$ cat src/rtl/reg_file_sb.sv
// Register file with two combinational read ports, one write port and a
// per-register busy scoreboard for tracking writes that are still pending.
module reg_file_sb #(
  parameter int WIDTH    = 32,
  parameter int ADDR_W   = 5,
  parameter int ZERO_REG = 1,
  parameter int BYPASS   = 1
) (
  input  logic              clk,
  input  logic              Reset,
  input  logic              Wenable,
  input  logic [ADDR_W-1:0] WrtAddress,
  input  logic [WIDTH-1:0]  DataIn,
  input  logic [ADDR_W-1:0] RdAddress1,
  input  logic [ADDR_W-1:0] RdAddress2,
  output logic [WIDTH-1:0]  DataA,
  output logic [WIDTH-1:0]  DataB,
  input  logic              Reserve,
  input  logic [ADDR_W-1:0] ResAddress,
  output logic              Busy1,
  output logic              Busy2,
  output logic              AnyBusy
);

  localparam int DEPTH = 1 << ADDR_W;

  logic [WIDTH-1:0] regs [DEPTH];
  logic [DEPTH-1:0] busy;

  logic wrMasked;
  logic resMasked;
  logic rd1Masked;
  logic rd2Masked;
  logic fwd1;
  logic fwd2;

  assign wrMasked  = (ZERO_REG != 0) && (WrtAddress == '0);
  assign resMasked = (ZERO_REG != 0) && (ResAddress == '0);
  assign rd1Masked = (ZERO_REG != 0) && (RdAddress1 == '0);
  assign rd2Masked = (ZERO_REG != 0) && (RdAddress2 == '0);

  // Forwarding is gated by reset so a write strobe held during reset
  // cannot leak DataIn onto the read ports.
  assign fwd1 = (BYPASS != 0) && Reset && Wenable && !wrMasked && (WrtAddress == RdAddress1);
  assign fwd2 = (BYPASS != 0) && Reset && Wenable && !wrMasked && (WrtAddress == RdAddress2);

  always_ff @(posedge clk or negedge Reset) begin
    if (!Reset) begin
      for (int i = 0; i < DEPTH; i++) begin
        regs[i] <= '0;
      end
    end else if (Wenable && !wrMasked) begin
      regs[WrtAddress] <= DataIn;
    end
  end

  // The reserve assignment comes last so it wins over a same-address write.
  always_ff @(posedge clk or negedge Reset) begin
    if (!Reset) begin
      busy <= '0;
    end else begin
      if (Wenable && !wrMasked) begin
        busy[WrtAddress] <= 1'b0;
      end
      if (Reserve && !resMasked) begin
        busy[ResAddress] <= 1'b1;
      end
    end
  end

  always_comb begin
    DataA = '0;
    DataB = '0;
    if (!rd1Masked) begin
      DataA = fwd1 ? DataIn : regs[RdAddress1];
    end
    if (!rd2Masked) begin
      DataB = fwd2 ? DataIn : regs[RdAddress2];
    end
  end

  assign Busy1   = busy[RdAddress1] && !fwd1 && !rd1Masked;
  assign Busy2   = busy[RdAddress2] && !fwd2 && !rd2Masked;
  assign AnyBusy = |busy;

endmodule

$ cat config.mk
export PLATFORM = sky130hd
export DESIGN_NAME = reg_file_sb
export DESIGN_NICKNAME = d
export VERILOG_FILES = /design/src/rtl/reg_file_sb.sv
export SDC_FILE = /design/constraint.sdc
export NUM_CORES = 2
export LEC_CHECK = 0
export BUFFER_PORTS_ARGS = -buffer_cell sky130_fd_sc_hd__buf_4
export CELL_PAD_IN_SITES_DETAIL_PLACEMENT = 1
export CELL_PAD_IN_SITES_GLOBAL_PLACEMENT = 2
export CORE_MARGIN = 1
export CORE_UTILIZATION = 45
export CTS_CLUSTER_DIAMETER = 60
export DETAILED_ROUTE_END_ITERATION = 12
export PLACE_DENSITY = 0.77
export SLEW_MARGIN = 40
export SYNTH_ARGS = -nofsm -noshare
export SYNTH_HDL_FRONTEND = slang
export SYNTH_SLANG_ARGS = --single-unit
$ cat constraint.sdc
create_clock -name clk -period 3.6 [get_ports clk]
set_clock_uncertainty 0.15 [all_clocks]
set_input_delay 0.72 -clock clk [delete_from_list [all_inputs] [get_ports clk]]
set_output_delay 0.72 -clock clk [all_outputs]
set_load 0.005 [all_outputs]
==> qor.yml <==
die:
  start_util_pct: 45.6
  core_sq_um: 124000
  ios: 123
  fp.dieH_microns: 357
  fp.dieArea_sq_um: 127000
  floorplan.die.width_microns: 357
  rows: 129
cells_and_area:
  syn_to_final_growth_pct: 22.6
  finalNonFillerCells: 5976
  drive_gt1_share_pct: 56.2
  final_util_pct: 55.9
  finalNetCount: 4297
synthesis:
  synth_area_leaders: "dfrtp_1, mux2_2, mux4_2"
  synthArstFlopShare_pct: 100
  synth_flop_cell: "dfrtp_1"
  syn_nets: 4018
  syn_avg_cell_area_sq_um: 14.3
  syn_inst: 3962
  yosysSeqAreaShare_pct: 46.6
  ys_types: 51
  syn_area_sq_um: 56700
  yosys.area.top_type: "dfrtp_1"
  synth_warnings: 0
  synth-seq-cells: 1056
  synth_edf_count: 0
  synth_top_cell_area_share_pct: 46.6
sta:
  slew_viol_final: 0
  worst_pin_slew_ps: 907
  final_hold_viol_count: 0
  relSlewSlack_pct: 39.5
  period_share_pct: 101
  max_clock_freq_mhz: 275
  setup_viol: 11
  setup_tns_ps: -167
  period_needed_ps: 3640
  rsz0062_at_grt: "yes"
  finalWorstSetupSlack_ps: -37.3
placed_design:
  post-dp-hpwl_microns: 134000
  dpl.cell_count: 5664
  gp_congestion: 0.873
  dp_slack_ps: -230
  portBuffers: 122
routing:
  wl_per_cell_microns: 36.3
  wirelength_microns: 217000
  vias: 40600
  viasPerCell: 6.80
  first_iter_violations: 3703
  drc_errors: 0
  firstDrtPassIters: 5
  drtAntennaViolNets: 0
cts:
  cts_sinks: 1056
  cts_tree: "done"
  cts_buffers: 132
  htree_levels: 4
  clkSlewWorstSetupHoldPaths_ps: 60
  clk_latency_ps: 750
  root_buffer: "clkbuf_16"
  cts_buffer_depth: 3
power_and_ir_drop:
  clockPowerShare_pct: 35.7
  p_per_area_nw_per_um2: 545
  internal_power_w: 0.0270
  p_leak_nw: 30.4
  power_switching_w: 0.0108
  pwr-share-comb_pct: 22.2
  total_power_w: 0.0379
  switching_share_pct: 28.6
  ir_drop_mv: 0.501
  seq_power_share_pct: 42.2
outcome:
  status: "finished with violations"
  violations: "setup timing"
global_routing:
  grt_max_degree: 154
  grt_pass1_vias: 43300
  grt_util_all_layers_pct: 34.1
  antenna_found_initial: 6
  grt_pass1_wl_microns: 312000
  grt.overflow.total: 0
worst_setup_path:
  crit_path_cell_trace: "buf_4, nor3_4, a21o_1, buf_4, nor3_4, buf_6, buf_12, clkbuf_16, nor4_2, a221o_2, buf_6"
  slowest_stage: "nor4_2"
  cp-end-kind: "output pin"
  critPathKind: "in2out"
  cp_data_arrival_time_ps: 2770
  startpoint_type: "primary input"
  max_stage_delay_ps: 410
  cp_max_fo: 5
  crit_buf_inv: 6
  required_ps: 2730
  crit_family: "buffers and inverters"
run:
  maxCapViolations: 0
worst_hold_path:
  hold_class: "in2reg"
==> layout make-up <==
| type | instances | area [sq um] |
|---|---|---|
| flip-flops and latches | 1056 | 26400 |
| well taps | 1637 | 2050 |
| inverters | 4 | 15.0 |
| diodes | 2 | 5.00 |
| clock inverters | 46 | 494 |
| multi-input cells | 2445 | 29400 |
| repair buffers | 602 | 7170 |
| fillers | 11600 | 54800 |
| clock buffers | 184 | 3900 |
==> worst reg2reg max path: cells and delay by family, from the launching register on <==
| kind | cells | cell delay, ps |
|---|---|---|
| multiplexers | 1 | 250 |
| buffers and inverters | 1 | 160 |
| flip-flops | 1 | 440 |
==> Yosys cell counts, types with 47 or more instances <==
library cell	n
nor3_1	63
o21ai_0	59
clkbuf_1	287
a22oi_1	47
dfrtp_1	1056
mux4_2	407
o22ai_1	122
a221oi_1	109
buf_2	70
mux2i_1	246
mux2_2	999
nor2_1	66
==> worst paths after layout <==
| check | slack (ps) | depth (start not counted) | end | startpoint |
|---|---|---|---|---|
| max | -40 | 11 | DataB[19] | WrtAddress[2] |
| min | 90 | 2 | busy[17] | ResAddress[2] |
| min reg2reg | 250 | 0 | regs[1021] | regs[1021] |
| min in group asynchronous | 320 | 3 | regs[679] | Reset |
| max in group asynchronous | 1100 | 7 | regs[552] | Reset |
| max reg2reg | 2480 | 2 | regs[33] | regs[33] |
==> metal layers <==
layer	wire, microns	track usage (%)	vias up
met3	18300	7.84	542
met4	10300	16.0	8
met1	87800	46.2	22100
li1	-	-	16100
met2	100000	52.1	1965
met5	44	0	-
==> state kept, by name, indices dropped and copies added (netlist names) <==
signal	count
regs	1024
busy	32
==> per-stage QoR <==
stage | area, sq um | hold slack, ps
after floorplan | 56700 | 274
after global placement | 62400 | 226
after detailed placement | 62400 | 233
after CTS | 68200 | 49.8
after global routing | 69400 | 75.3
final | 69400 | 93.1
==> cells by family (layout without fill, tap and decap cells) <==
family / Yosys count / count (layout) / share of synthesized area [%]
simple gates: 305 / 305 / 2.88
mux: 1652 / 1652 / 40.4
other cells: 0 / 2 / 0
flops: 1056 / 1056 / 46.6
compound gates: 478 / 478 / 6.26
xor+xnor: 10 / 10 / 0.155
buf+inv: 461 / 836 / 3.68
==> placed cells by master (no fill, tap or decap), types with 43 or more instances in the layout <==
cell / synthesis / final
a221oi_1: 109 / 71
buf_12: 0 / 134
buf_4: 39 / 389
clkbuf_16: 0 / 146
dfrtp_1: 1056 / 1056
mux2_2: 999 / 999
mux2i_1: 246 / 239
mux4_2: 407 / 407
nor2_1: 66 / 51
o21ai_0: 59 / 43
o22ai_1: 122 / 103
==> power by group through the flow <==
stage	sequential [W]	clock [W]	combinational (W)
floorplan	0.0154	0	0.00536
global placement	0.0158	0	0.00752
detailed placement	0.0160	0	0.00775
CTS	0.0159	0.0137	0.00810
global route	0.0162	0.0142	0.00887
finish	0.0160	0.0135	0.00840
==> what timing repair did <==
item | in CTS | in global routing
gates cloned | 11 | 8
endpoints found under the hold margin | 3 | 0
pin swaps | 28 | 37
setup endpoints to repair | 64 | 57
hold buffers | 1 | 0
setup buffers | 29 | 32
resized for setup | 143 | 136
(Power assumes the default switching activity.)
